===== config.mk =====
export PLATFORM = sky130hd
export DESIGN_NAME = ula_multiciclo_flat
export DESIGN_NICKNAME = d
export VERILOG_FILES = /design/src/rtl/ula_pkg.sv /design/src/rtl/ula_multiciclo_if.sv /design/src/rtl/ula_mult_serial.sv /design/src/rtl/ula_multiciclo.sv /design/src/flat_wrapper.sv
export SDC_FILE = /design/constraint.sdc
export NUM_CORES = 1
export LEC_CHECK = 0
export ABC_AREA = 1
export CORE_MARGIN = 4
export CORE_UTILIZATION = 35
export CTS_CLUSTER_SIZE = 10
export DETAILED_ROUTE_END_ITERATION = 10
export GPL_TIMING_DRIVEN = 0
export MAX_ROUTING_LAYER = met4
export PLACE_DENSITY = 0.49
export SLEW_MARGIN = 15
export SYNTH_ARGS = -nofsm -noshare
export SYNTH_HDL_FRONTEND = slang
export SYNTH_SLANG_ARGS = --single-unit
export TNS_END_PERCENT = 10

===== constraint.sdc =====
create_clock -name clock -period 3.3 [get_ports clock]
set_input_delay 0.33 -clock clock [delete_from_list [all_inputs] [get_ports clock]]
set_output_delay 0.33 -clock clock [all_outputs]
set_load 0.03 [all_outputs]

===== src/rtl/ula_pkg.sv =====
// Shared opcodes, FSM state and debug view for the multi-cycle ALU.
package ula_pkg;

    localparam int OP_AND  = 0;
    localparam int OP_OR   = 1;
    localparam int OP_ADD  = 2;
    localparam int OP_SUB  = 3;
    localparam int OP_SLT  = 4;
    localparam int OP_SLTS = 5;
    localparam int OP_XOR  = 6;
    localparam int OP_NOR  = 7;
    localparam int OP_SLL  = 8;
    localparam int OP_SRL  = 9;
    localparam int OP_SRA  = 10;
    localparam int OP_MUL  = 11;

    typedef enum logic [1:0] {
        S_IDLE,
        S_MUL,
        S_DONE
    } state_t;

    typedef struct packed {
        state_t state;
        logic   mul_busy;
    } ula_dbg_t;

endpackage


===== src/rtl/ula_multiciclo_if.sv =====
// Operand/result bus of the multi-cycle ALU; the producer side is the master.
interface ula_multiciclo_if #(
    parameter int WIDTH = 8,
    parameter int OP_W  = 4
);
    // Handshake: an op transfers on any rising edge with in_valid && in_ready,
    // a result on any rising edge with out_valid && out_ready. A result with
    // out_valid high and out_ready low stays bit-stable until it transfers.
    logic [WIDTH-1:0] entrada1;
    logic [WIDTH-1:0] entrada2;
    logic [OP_W-1:0]  sinal_ula;
    logic             in_valid;
    logic             in_ready;
    logic [WIDTH-1:0] saida_ula;
    logic             zero;
    logic             carry;
    logic             overflow;
    logic             negative;
    logic             out_valid;
    logic             out_ready;

    modport master (
        output entrada1, entrada2, sinal_ula, in_valid, out_ready,
        input  in_ready, saida_ula, zero, carry, overflow, negative, out_valid
    );

    modport slave (
        input  entrada1, entrada2, sinal_ula, in_valid, out_ready,
        output in_ready, saida_ula, zero, carry, overflow, negative, out_valid
    );

endinterface


===== src/rtl/ula_mult_serial.sv =====
// Unsigned serial shift-add multiplier: one partial product on start, then one per cycle.
module ula_mult_serial #(
    parameter int WIDTH = 8
) (
    input  logic               clock,
    input  logic               reset,
    input  logic               start,
    input  logic [WIDTH-1:0]   a,
    input  logic [WIDTH-1:0]   b,
    output logic               busy,
    output logic               done,
    output logic [2*WIDTH-1:0] product
);
    localparam int CW = $clog2(WIDTH);

    logic [2*WIDTH-1:0] acc;
    logic [2*WIDTH-1:0] mcand;
    logic [WIDTH-1:0]   mplier;
    logic [CW-1:0]      cnt;

    // Bit 0 is folded in at start, so bits 1..WIDTH-1 take WIDTH-1 more steps.
    assign done    = busy && (cnt == CW'(WIDTH - 1));
    assign product = acc;

    always_ff @(posedge clock) begin
        if (reset) begin
            busy   <= 1'b0;
            cnt    <= '0;
            acc    <= '0;
            mcand  <= '0;
            mplier <= '0;
        end else if (start) begin
            busy   <= 1'b1;
            cnt    <= '0;
            acc    <= b[0] ? {{WIDTH{1'b0}}, a} : '0;
            mcand  <= {{(WIDTH-1){1'b0}}, a, 1'b0};
            mplier <= b >> 1;
        end else if (busy) begin
            if (done) begin
                busy <= 1'b0;
            end else begin
                acc    <= acc + (mplier[0] ? mcand : '0);
                mcand  <= mcand << 1;
                mplier <= mplier >> 1;
                cnt    <= cnt + 1'b1;
            end
        end
    end

endmodule


===== src/rtl/ula_multiciclo.sv =====
// Handshaked ALU: single-cycle logic/arith/compare/shift ops plus a serial
// unsigned multiply; result and flags are held until the consumer takes them.
module ula_multiciclo
    import ula_pkg::*;
#(
    parameter int WIDTH = 8,
    parameter int OP_W  = 4
) (
    input  logic              clock,
    input  logic              reset,
    ula_multiciclo_if.slave   bus,
    output ula_dbg_t          dbg
);
    localparam logic [WIDTH-1:0] SH_LIM = WIDTH'(WIDTH);

    state_t state, state_nxt;

    logic [WIDTH-1:0]   a, b;
    logic               is_mul, accept, mul_start, mul_busy, mul_done;
    logic [2*WIDTH-1:0] mul_product;

    logic [WIDTH-1:0]        alu_res, sub_res;
    logic [WIDTH:0]          add_full;
    logic signed [WIDTH-1:0] sra_res;
    logic                    alu_c, alu_v;

    logic [WIDTH-1:0] ld_res;
    logic             ld_c, ld_v, load_en;

    logic [WIDTH-1:0] res_q;
    logic             zero_q, carry_q, overflow_q, negative_q;

    assign a         = bus.entrada1;
    assign b         = bus.entrada2;
    assign is_mul    = (bus.sinal_ula == OP_W'(OP_MUL));
    assign accept    = bus.in_valid && bus.in_ready;
    assign mul_start = accept && is_mul;

    // in_ready depends only on state and out_ready, never on in_valid.
    assign bus.in_ready  = (state == S_IDLE) || ((state == S_DONE) && bus.out_ready);
    assign bus.out_valid = (state == S_DONE);
    assign bus.saida_ula = res_q;
    assign bus.zero      = zero_q;
    assign bus.carry     = carry_q;
    assign bus.overflow  = overflow_q;
    assign bus.negative  = negative_q;

    assign dbg.state    = state;
    assign dbg.mul_busy = mul_busy;

    ula_mult_serial #(.WIDTH(WIDTH)) u_mult (
        .clock   (clock),
        .reset   (reset),
        .start   (mul_start),
        .a       (a),
        .b       (b),
        .busy    (mul_busy),
        .done    (mul_done),
        .product (mul_product)
    );

    always_comb begin
        alu_res  = '0;
        alu_c    = 1'b0;
        alu_v    = 1'b0;
        add_full = {1'b0, a} + {1'b0, b};
        sub_res  = a - b;
        sra_res  = $signed(a) >>> b;
        case (bus.sinal_ula)
            OP_W'(OP_AND):  alu_res = a & b;
            OP_W'(OP_OR):   alu_res = a | b;
            OP_W'(OP_ADD): begin
                alu_res = add_full[WIDTH-1:0];
                alu_c   = add_full[WIDTH];
                alu_v   = (a[WIDTH-1] == b[WIDTH-1]) && (add_full[WIDTH-1] != a[WIDTH-1]);
            end
            OP_W'(OP_SUB): begin
                alu_res = sub_res;
                alu_c   = (a < b);
                alu_v   = (a[WIDTH-1] != b[WIDTH-1]) && (sub_res[WIDTH-1] != a[WIDTH-1]);
            end
            OP_W'(OP_SLT):  alu_res = {{(WIDTH-1){1'b0}}, (a < b)};
            OP_W'(OP_SLTS): alu_res = {{(WIDTH-1){1'b0}}, ($signed(a) < $signed(b))};
            OP_W'(OP_XOR):  alu_res = a ^ b;
            OP_W'(OP_NOR):  alu_res = ~(a | b);
            OP_W'(OP_SLL):  alu_res = (b >= SH_LIM) ? '0 : (a << b);
            OP_W'(OP_SRL):  alu_res = (b >= SH_LIM) ? '0 : (a >> b);
            OP_W'(OP_SRA):  alu_res = (b >= SH_LIM) ? {WIDTH{a[WIDTH-1]}} : sra_res;
            default:        alu_res = '0;
        endcase
    end

    // The output register loads either a freshly accepted single-cycle op or
    // the finished product; both never coincide since in_ready is low in MUL.
    always_comb begin
        load_en = (accept && !is_mul) || ((state == S_MUL) && mul_done);
        if (state == S_MUL) begin
            ld_res = mul_product[WIDTH-1:0];
            ld_c   = 1'b0;
            ld_v   = |mul_product[2*WIDTH-1:WIDTH];
        end else begin
            ld_res = alu_res;
            ld_c   = alu_c;
            ld_v   = alu_v;
        end
    end

    always_comb begin
        state_nxt = state;
        case (state)
            S_IDLE: if (accept) state_nxt = is_mul ? S_MUL : S_DONE;
            S_MUL:  if (mul_done) state_nxt = S_DONE;
            S_DONE: begin
                if (bus.out_ready) begin
                    if (bus.in_valid) state_nxt = is_mul ? S_MUL : S_DONE;
                    else              state_nxt = S_IDLE;
                end
            end
            default: state_nxt = S_IDLE;
        endcase
    end

    always_ff @(posedge clock) begin
        if (reset) begin
            state      <= S_IDLE;
            res_q      <= '0;
            zero_q     <= 1'b0;
            carry_q    <= 1'b0;
            overflow_q <= 1'b0;
            negative_q <= 1'b0;
        end else begin
            state <= state_nxt;
            if (load_en) begin
                res_q      <= ld_res;
                zero_q     <= (ld_res == '0);
                carry_q    <= ld_c;
                overflow_q <= ld_v;
                negative_q <= ld_res[WIDTH-1];
            end
        end
    end

endmodule


===== src/flat_wrapper.sv =====
// flat-port wrapper written by rule: the top's interface ports become plain ports
module ula_multiciclo_flat import ula_pkg::*;
#(
    parameter int WIDTH = 8,
    parameter int OP_W  = 4
)
  (clock, reset, dbg, bus_entrada1, bus_entrada2, bus_sinal_ula, bus_in_valid, bus_out_ready, bus_in_ready, bus_saida_ula, bus_zero, bus_carry, bus_overflow, bus_negative, bus_out_valid);
  ula_multiciclo_if #(.WIDTH(WIDTH), .OP_W(OP_W)) bus_i ();
  input  logic clock;
  input  logic reset;
  output ula_dbg_t dbg;
  input wire logic [$bits(bus_i.entrada1)-1:0] bus_entrada1;
  input wire logic [$bits(bus_i.entrada2)-1:0] bus_entrada2;
  input wire logic [$bits(bus_i.sinal_ula)-1:0] bus_sinal_ula;
  input wire logic [$bits(bus_i.in_valid)-1:0] bus_in_valid;
  input wire logic [$bits(bus_i.out_ready)-1:0] bus_out_ready;
  output wire logic [$bits(bus_i.in_ready)-1:0] bus_in_ready;
  output wire logic [$bits(bus_i.saida_ula)-1:0] bus_saida_ula;
  output wire logic [$bits(bus_i.zero)-1:0] bus_zero;
  output wire logic [$bits(bus_i.carry)-1:0] bus_carry;
  output wire logic [$bits(bus_i.overflow)-1:0] bus_overflow;
  output wire logic [$bits(bus_i.negative)-1:0] bus_negative;
  output wire logic [$bits(bus_i.out_valid)-1:0] bus_out_valid;
  assign bus_i.entrada1 = bus_entrada1;
  assign bus_i.entrada2 = bus_entrada2;
  assign bus_i.sinal_ula = bus_sinal_ula;
  assign bus_i.in_valid = bus_in_valid;
  assign bus_i.out_ready = bus_out_ready;
  assign bus_in_ready = bus_i.in_ready;
  assign bus_saida_ula = bus_i.saida_ula;
  assign bus_zero = bus_i.zero;
  assign bus_carry = bus_i.carry;
  assign bus_overflow = bus_i.overflow;
  assign bus_negative = bus_i.negative;
  assign bus_out_valid = bus_i.out_valid;
  ula_multiciclo #(.WIDTH(WIDTH), .OP_W(OP_W)) u_core (.clock(clock), .reset(reset), .bus(bus_i), .dbg(dbg));
endmodule

==> results of run 1 <==
## cells in the mapped netlist, types with 2 or more instances
cell	number	area share
nor2_2	4	0.0047
fa_1	3	0.011
o22ai_1	6	0.0071
nand2_1	282	0.20
nand4_1	17	0.020
dfxtp_1	55	0.21
xor2_1	4	0.0066
a22oi_1	2	0.0028
a31oi_1	7	0.0083
ha_1	41	0.097
o211ai_1	6	0.0085
buf_2	15	0.014
clkbuf_1	15	0.011
o2111ai_1	4	0.0066
a22o_1	2	0.0033
o221ai_1	5	0.0083
o21bai_1	10	0.014
nor4_1	4	0.0047
clkinv_1	3	0.0021
buf_4	3	0.0043
nand3_1	84	0.080
nor2_4	2	0.0043
buf_6	2	0.0043
inv_1	118	0.084
nor2_1	66	0.047
o21ai_0	48	0.046
nor3_1	10	0.0095
inv_2	2	0.0014
a21oi_1	60	0.057
## critical path, cell delays in order
cell and delay, ns:
clkdlybuf4s50_1 0.51, buf_6 0.17, clkinvlp_4 0.10, buf_4 0.19
ha_1 0.30, clkbuf_4 0.19, nand2_1 0.08, nand2_1 0.07
nand2_1 0.08, nand3_1 0.08, nand2_1 0.09, nand2_1 0.08
a21oi_1 0.18, nand2_1 0.07, nand3_1 0.11, nand4_1 0.13
a21boi_1 0.30, nand3_1 0.17, a21oi_2 0.13
## layer usage
| metal | up-vias | GRT usage | routed length, microns |
|---|---|---|---|
| met5 | - | - | 0 |
| met4 | 0 | 0.0460 | 299 |
| met3 | 23 | 0.0329 | 1090 |
| met2 | 191 | 0.347 | 8120 |
| met1 | 2775 | 0.331 | 9360 |
| li1 | 3017 | - | - |
## worst paths after layout
| check | cells past startpoint | endpoint |
|---|---|---|
| setup / recovery | 19 | u_core.bus.zero |
| hold / removal | 2 | u_core.u_mult.mcand[1] |
| setup reg to reg | 14 | u_core.u_mult.product[15] |
| hold reg to reg | 2 | u_core.u_mult.mcand[15] |
## final cells by class
cell class	count	area [sq um]
Clock buffer	5	125
Tap cell	184	230
Inverter	123	465
Fill cell	1630	8530
Buffer	35	191
Multi-Input combinational cell	680	3550
Clock inverter	3	47.5
Timing Repair Buffer	40	400
Sequential cell	55	1100
## timing repair
| action | 4_1_cts | 5_1_grt |
|---|---|---|
| endpoints found under the setup margin | 3 | 5 |
| buffers inserted | 0 | 1 |
| hold buffers | 0 | 0 |
| resized for setup | 3 | 16 |
| pin swaps | 0 | 2 |
| cloned | 0 | 0 |
## kinds of logic (layout without fill, tap and decap cells)
group / count (synthesis) / in the layout / share of synthesized area
xor gates and xnor gates: 5 / 5 / 0.00831
adders and majority gates: 44 / 44 / 0.109
and+or+nand+nor: 471 / 471 / 0.375
AOI/OAI and AO/OA: 160 / 160 / 0.178
buffers and inverters: 158 / 206 / 0.121
DFF: 55 / 55 / 0.209
## power groups by stage
stage / sequential (mW) / clock, mW / combinational (mW)
final: 0.694 / 0.629 / 0.519
after global routing: 0.696 / 0.665 / 0.573
after CTS: 0.694 / 0.643 / 0.506
after detailed placement: 0.710 / 0 / 0.503
after global placement: 0.709 / 0 / 0.504
after floorplan: 0.731 / 0 / 0.294
## state kept, by name (all words and copies together) (netlist names)
signal                 flops
u_core.state               2
u_core.bus.saida_ula       7
u_core.bus.zero            1
u_core.u_mult.cnt          3
u_core.u_mult.mcand       15
u_core.bus.overflow        1
u_core.u_mult.product     16
u_core.bus.negative        1
u_core.u_mult.mplier       7
u_core.u_mult.busy         1
u_core.bus.carry           1
## stage by stage
step	util	setup TNS, ns
2_1_floorplan	-	0
3_3_place_gp	0.402	-3.65
3_5_place_dp	0.402	-2.99
4_1_cts	0.414	0
5_1_grt	0.418	0
6_report	0.418	0
==> results.yml, run 1 <==
pwr:
  peakVddDrop_mv: 0.181
  p_per_area_mw_per_mm2: 301
  power_report.internal_total_mw: 1.22
  static-leakage-power_nw: 2.99
  seqPwrFrac: 0.377
  power.combinational.fraction: 0.282
  clkPwrFrac: 0.342
  total_power_mw: 1.84
  total_switching_power_uw: 623
  switching_share: 0.338
synthesis:
  ys_seq_elements: 55
  synth-warning-count: 0
  synth.yosys.seq_area_share: 0.209
  synthCells: 893
  dominantRegCellSynth: "dfxtp_1"
  syn_avg_cell_area_sq_um: 5.90
  postSynthNetCount: 961
  synth-async-reset-ratio: 0
  synth_area_sq_mm: 0.00527
  synth-edff-count: 0
  ys_types: 42
grt:
  vias_in_the_first_global_route: 5533
  gr-total-overflow: 0
  track_usage: 0.231
  grt_start_max_net_pins: 19
  grt_first_pass_wirelength_mm: 29.8
  number_of_antenna_violations_at_the_first_check_in_global_routing: 0
worst_setup_path:
  cp_max_fo: 11
  regToRegSetupSlack_ns: 0.38
  cp_data_arrival_time_ns: 3.37
  worst_setup_path_end_kind: "register"
  timing.critical_path.from: "bus_entrada2[2]"
  start_kind: "primary input"
  setup.worst_path.class: "primary input to register"
  crit-reg2reg-launch: "u_core.u_mult.mplier[0]"
  critPathRequiredTime_ns: 3.54
drt:
  first_iter_violations: 541
  drt_pre_antenna_iters: 5
  wl_per_cell_microns: 16.8
  drcViolationCount: 0
  ant_nets: 0
  drt_wl_total_mm: 18.9
  num_vias: 6006
  via_per_inst: 5.34
cells_and_area:
  layout_common_cells: "282 x nand2_1, 117 x inv_1, 84 x nand3_1, 63 x nor2_1, 58 x a21oi_1"
  share_of_post_route_cells_with_drive_strength_above_1: 0.0563
  post_layout_nets: 1008
  count_of_non_filler_cells_in_the_finished_layout: 1125
  areaGrowthSynthToFinish_pct: 16.0
  antennaDiodeCount: 0
  stdcell_area_sq_mm: 0.00612
  layout_commonest_cell: "nand2_1"
timing:
  final_min_period_over_clock_period: 0.949
  finalSetupViolCount: 0
  final_critical_path_setup_slack_ns: 0.169
  hold_slack_ns: 0.450
  fmax_ghz: 0.319
  final_report_hold_violation_count: 0
  finalWorstPathRequiredPeriod_ns: 3.13
  timing_worst_slew_pin_value_ns: 0.785
  skew_ns: 0.00726
  report.final.slew_viol_count: 0
  grt_setup_unrepaired: "no"
  relSlewSlack: 0.477
place:
  place_worst_setup_slack_ns: -0.568
  dp.final_hpwl_mm: 15.0
  numPortBuffers: 39
  dp_cells: 1116
  placement.cell_area_sq_mm: 0.00589
  place_congestion: 0.939
clocking:
  numCtsBuffers: 5
  cts_max_path_buffers: 2
  clock_tree.htree_level_count: 2
  clock_sink_count: 55
  root_buffer: "clkbuf_16"
  worst_skew_pair_latency_ns: 0.30
  tritoncts: "done"
  clk_pin_slew_ns: 0.08
run_status:
  status: "finished clean"
floorplan:
  die_w_microns: 131
  chipHeight_microns: 131
  core_footprint_sq_mm: 0.0146
  io_pins: 41
  floorplan.initialDensity: 0.360
  floorplan.rows: 44
  die-area_sq_mm: 0.0171
min_path:
  timing.hold.worst.start: "reset"
  hold_class: "primary input to register"
run:
  max_cap_violations: 0
No activity file was read; power rests on OpenSTA's default activity.
==> run 2: changes to the inputs <==
Settings changed: CORE_UTILIZATION 35 to 54, PLACE_DENSITY 0.49 to 0.75.
Clock period 3.3 ns to 2.52 ns, I/O delays scaled along.
==> results.yml, run 2 (same netlist as run 1, synthesis figures left out) <==
run_status:
  status: "finished clean"
grt:
  grtUsageMet2: 0.492
  vias_in_the_first_global_route: 5683
  global_route.peak_usage_layer: "met2"
  gr-total-overflow: 0
  track_usage: 0.317
  grt_first_pass_wirelength_mm: 28.4
  number_of_antenna_violations_at_the_first_check_in_global_routing: 0
  grt.met3_usage: 0.0542
  grtUsageMet1: 0.429
  grt_start_max_net_pins: 17
cells_and_area:
  areaGrowthSynthToFinish_pct: 18.8
  antennaDiodeCount: 0
  ff_latch_area_sq_mm: 0.00110
  multi_input_combinational_cell_area_sq_mm: 0.00373
  fillCellCount: 894
  layout_common_cells: "276 x nand2_1, 112 x inv_1, 77 x nand3_1, 60 x nor2_1, 56 x a21oi_1"
  share_of_post_route_cells_with_drive_strength_above_1: 0.113
  layout_commonest_cell: "nand2_1"
  post_layout_nets: 1016
  number_of_flip_flops_in_the_largest_register: 16
clocking:
  clock_tree.htree_level_count: 2
  cts_max_path_buffers: 2
  clock_sink_count: 55
  root_buffer: "clkbuf_8"
  ctsHoldBuffers: 0
  worst_skew_pair_latency_ns: 0.31
  numCtsBuffers: 5
  clk_pin_slew_ns: 0.10
  tritoncts: "done"
pwr:
  peakVddDrop_mv: 0.282
  total_power_mw: 2.34
  static-leakage-power_nw: 3.09
  p_per_area_mw_per_mm2: 374
floorplan:
  floorplan.initialDensity: 0.562
  die-area_sq_mm: 0.0114
  floorplan.rows: 35
  die_w_microns: 107
  chipHeight_microns: 107
  core_footprint_sq_mm: 0.00937
  io_pins: 41
worst_setup_path:
  setup.worst_path.class: "primary input to register"
  worst_setup_path_end_kind: "register"
  timing.reg2reg.worst_path_depth: 13
  cp_data_arrival_time_ns: 2.69
  critPathRequiredTime_ns: 2.77
  cp_max_fo: 7
  start_kind: "primary input"
timing:
  finalSetupViolCount: 0
  final_report_hold_violation_count: 0
  grt_setup_unrepaired: "yes"
  skew_ns: 0.00646
  report.final.slew_viol_count: 0
  final_min_period_over_clock_period: 0.968
  relSlewSlack: 0.563
  fmax_ghz: 0.410
  hold_slack_ns: 0.268
  timing_worst_slew_pin_value_ns: 0.655
  fin_tns_setup_ns: 0
  finalWorstPathRequiredPeriod_ns: 2.44
drt:
  drcViolationCount: 0
  num_vias: 6337
  drt_wl_total_mm: 18.1
  drt_pre_antenna_iters: 6
  wl_per_cell_microns: 16.8
  via_per_inst: 5.88
  first_iter_violations: 692
  ant_nets: 0
run:
  max_cap_violations: 0
min_path:
  worst_hold_path.num_cells: 3
  hold_class: "primary input to register"
place:
  place_congestion: 1.06
  numPortBuffers: 39
  dp.final_hpwl_mm: 13.8
[run 2: cell count changes in the layout (fill, tap and decap cells not counted), moves of 5 or more]
cell / previous run / this run
clkbuf_16: 5 / 0
nand2_2: 0 / 6
ha_1: 41 / 33
clkbuf_8: 0 / 6
buf_4: 6 / 13
nand3_2: 1 / 8
nand3_1: 84 / 77
clkdlybuf4s50_1: 38 / 25
clkbuf_2: 0 / 6
nand2_1: 282 / 276
inv_1: 117 / 112
[run 2: path summary, 6_finish.rpt]
kind	startpoint	end	slack, ns
setup / recovery	bus_entrada2[2]	u_core.bus.zero	0.08
hold / removal	bus_entrada1[0]	u_core.u_mult.mcand[1]	0.27
setup reg to reg	u_core.u_mult.mplier[0]	u_core.u_mult.product[15]	0.13
hold reg to reg	u_core.u_mult.mcand[15]	u_core.u_mult.mcand[15]	0.47
[run 2: per-stage QoR]
step	cell area (sq um)	worst slack [ns]	utilization	std cells
4_1_cts	6080	-0.0130	0.649	1069
2_1_floorplan	5270	0.107	-	893
6_report	6260	0.0804	0.668	1078
5_1_grt	6260	-0.0710	0.668	1078
3_5_place_dp	5820	-1.25	0.621	1061
3_3_place_gp	5820	-1.30	0.621	1061
[run 2: per-layer routing]
metal / vias to the layer above / wire length (microns)
met5: - / 0
met4: 0 / 573
met3: 69 / 1770
met2: 366 / 8150
met1: 2882 / 7640
li1: 3020 / -
[run 2: where the power goes]
group          internal, mW  switching [mW]  leakage (nW)
combinational         0.260           0.472          2.58
sequential            0.894          0.0151         0.446
clock                 0.398           0.303        0.0654
[run 2: timing repair]
| action | 4_1_cts | 5_1_grt |
|---|---|---|
| pin swaps | 3 | 16 |
| cloned | 0 | 1 |
| resized for setup | 48 | 52 |
| buffers inserted | 1 | 8 |
| setup endpoints to repair | 19 | 31 |
[run 2: layout make-up]
| cell class | count | area share |
|---|---|---|
| repair buffers | 49 | 0.0703 |
| multi-input cells | 680 | 0.595 |
| clock buffers | 6 | 0.0116 |
| inverters | 123 | 0.0751 |
| clock inverters | 2 | 0.00959 |
| flip-flops and latches | 55 | 0.176 |
| plain buffers | 34 | 0.0364 |
| well taps | 129 | 0.0258 |
[run 2: worst max-delay path: stages]
cell and delay, ns:
dlygate4sd2_1 0.23, clkbuf_8 0.16, inv_4 0.05, buf_8 0.13, ha_4 0.27, buf_6 0.11
nand2_1 0.05, nand2_1 0.08, nand2_1 0.09, nand3_1 0.09, nand2_1 0.08, nand2_2 0.09
a21o_1 0.17, nand2_1 0.06, nand3_1 0.08, nand4_1 0.16, a21boi_2 0.24, nand3_1 0.14
a21oi_2 0.14
==> run 3: changes to the inputs <==
Settings changed: CTS_BUF_LIST set to sky130_fd_sc_hd__clkbuf_16.
==> results.yml, run 3 (same netlist as run 1, synthesis figures left out) <==
worst_setup_path:
  cp_data_arrival_time_ns: 2.72
  start_kind: "primary input"
  crit-reg2reg-launch: "u_core.u_mult.mplier[0]"
  cp_max_fo: 7
  critPathRequiredTime_ns: 2.74
  timing.reg2reg.worst_path_depth: 13
  worst_setup_path_end_kind: "register"
  regToRegEndpoint: "u_core.u_mult.product[8]"
  regToRegSetupSlack_ns: 0.11
  setup.worst_path.class: "primary input to register"
timing:
  hold_slack_ns: 0.385
  finalWorstPathRequiredPeriod_ns: 2.50
  skew_ns: 0.00838
  relSlewSlack: 0.560
  final_critical_path_setup_slack_ns: 0.0182
  fin_tns_setup_ns: 0
  final_report_hold_violation_count: 0
  report.final.slew_viol_count: 0
  final_min_period_over_clock_period: 0.993
  grt_setup_unrepaired: "yes"
  finalSetupViolCount: 0
  timing_worst_slew_pin_value_ns: 0.661
  fmax_ghz: 0.400
floorplan:
  floorplan.rows: 35
  core_footprint_sq_mm: 0.00937
  die-area_sq_mm: 0.0114
  die_w_microns: 107
  floorplan.initialDensity: 0.562
  io_pins: 41
  chipHeight_microns: 107
min_path:
  whs_endpoint: "u_core.u_mult.product[13]"
  hold_class: "primary input to register"
  timing.hold.worst.start: "reset"
  worst_hold_path.num_cells: 2
clocking:
  clock_tree.htree_level_count: 2
  ctsHoldBuffers: 0
  root_buffer: "clkbuf_16"
  worst_skew_pair_latency_ns: 0.29
  clock_sink_count: 55
  tritoncts: "done"
  numCtsBuffers: 5
  cts_max_path_buffers: 2
  clk_pin_slew_ns: 0.08
grt:
  number_of_antenna_violations_at_the_first_check_in_global_routing: 0
  gr-total-overflow: 0
  track_usage: 0.319
  vias_in_the_first_global_route: 5698
  grt_first_pass_wirelength_mm: 28.5
  grt_start_max_net_pins: 17
drt:
  drcViolationCount: 0
  first_iter_violations: 695
  ant_nets: 0
  wl_per_cell_microns: 17.2
  drt_pre_antenna_iters: 7
  num_vias: 6362
  via_per_inst: 5.90
  drt_wl_total_mm: 18.6
place:
  place_congestion: 1.06
  place_worst_setup_slack_ns: -1.25
  placement.cell_area_sq_mm: 0.00582
  dp_cells: 1061
  dp.final_hpwl_mm: 13.8
  numPortBuffers: 39
run:
  max_cap_violations: 0
cells_and_area:
  layout_commonest_cell: "nand2_1"
  count_of_non_filler_cells_in_the_finished_layout: 1079
  areaGrowthSynthToFinish_pct: 20.3
  antennaDiodeCount: 0
  number_of_flip_flops_in_the_largest_register: 16
  fillCellCount: 876
  stdcell_area_sq_mm: 0.00634
  final_core_utilization: 0.677
  share_of_post_route_cells_with_drive_strength_above_1: 0.108
  layout_common_cells: "279 x nand2_1, 114 x inv_1, 78 x nand3_1, 59 x nor2_1, 56 x a21oi_1"
  post_layout_nets: 1017
pwr:
  p_per_area_mw_per_mm2: 400
  peakVddDrop_mv: 0.416
  static-leakage-power_nw: 3.14
  total_power_mw: 2.53
run_status:
  status: "finished clean"
-- run 3: how the worst max path moves through the flow --
| stage | start | end | slack, ns | depth (start not counted) |
|---|---|---|---|---|
| floorplan | bus_entrada2[2] | u_core.bus.negative | 0.11 | 19 |
| global placement | bus_entrada2[2] | u_core.bus.negative | -1.30 | 20 |
| detailed placement | bus_entrada2[2] | u_core.bus.zero | -1.25 | 22 |
| CTS | bus_entrada2[1] | u_core.bus.zero | -0.04 | 16 |
| global route | bus_entrada2[2] | u_core.bus.zero | -0.11 | 23 |
| finish | bus_entrada2[0] | u_core.bus.zero | 0.02 | 15 |
-- run 3: critical path: stages --
cell	delay (ns)
dlygate4sd2_1	0.39
ha_1	0.21
inv_1	0.10
fa_2	0.39
xor2_1	0.16
o21ai_0	0.11
nor3_2	0.19
nand2_1	0.09
nor2_1	0.13
nand2_1	0.11
a21oi_2	0.17
nand2_1	0.07
nor2_1	0.09
nand3_1	0.12
a21oi_2	0.14
-- run 3: cell type report --
| class | count | area (sq um) | area share |
|---|---|---|---|
| plain buffers | 34 | 233 | 0.0367 |
| clock buffers | 5 | 125 | 0.0197 |
| clock inverters | 3 | 63.8 | 0.0101 |
| inverters | 123 | 470 | 0.0742 |
| multi-input cells | 680 | 3730 | 0.589 |
| flip-flops and latches | 55 | 1100 | 0.174 |
| well taps | 129 | 161 | 0.0255 |
| repair buffers | 50 | 453 | 0.0714 |
-- run 3: report_power, final --
group          total (mW)  switching [mW]  internal [mW]
Clock               0.889           0.322          0.567
Sequential          0.909          0.0154          0.893
Combinational       0.735           0.475          0.260
-- run 3: what timing repair did --
| item | CTS | global route |
|---|---|---|
| pin swaps | 3 | 7 |
| endpoints found under the hold margin | 0 | 0 |
| gates resized for setup | 50 | 43 |
| gates cloned | 0 | 1 |
| setup endpoints to repair | 18 | 35 |
| buffers inserted | 1 | 9 |
-- run 3: routing by layer --
metal  vias to the layer above  global-route usage  part of all wire
li1                       3027                   -                 -
met1                      2898               0.424              0.41
met2                       380               0.501              0.45
met3                        57              0.0614              0.11
met4                         0              0.0813             0.025
met5                         -                   -                 0
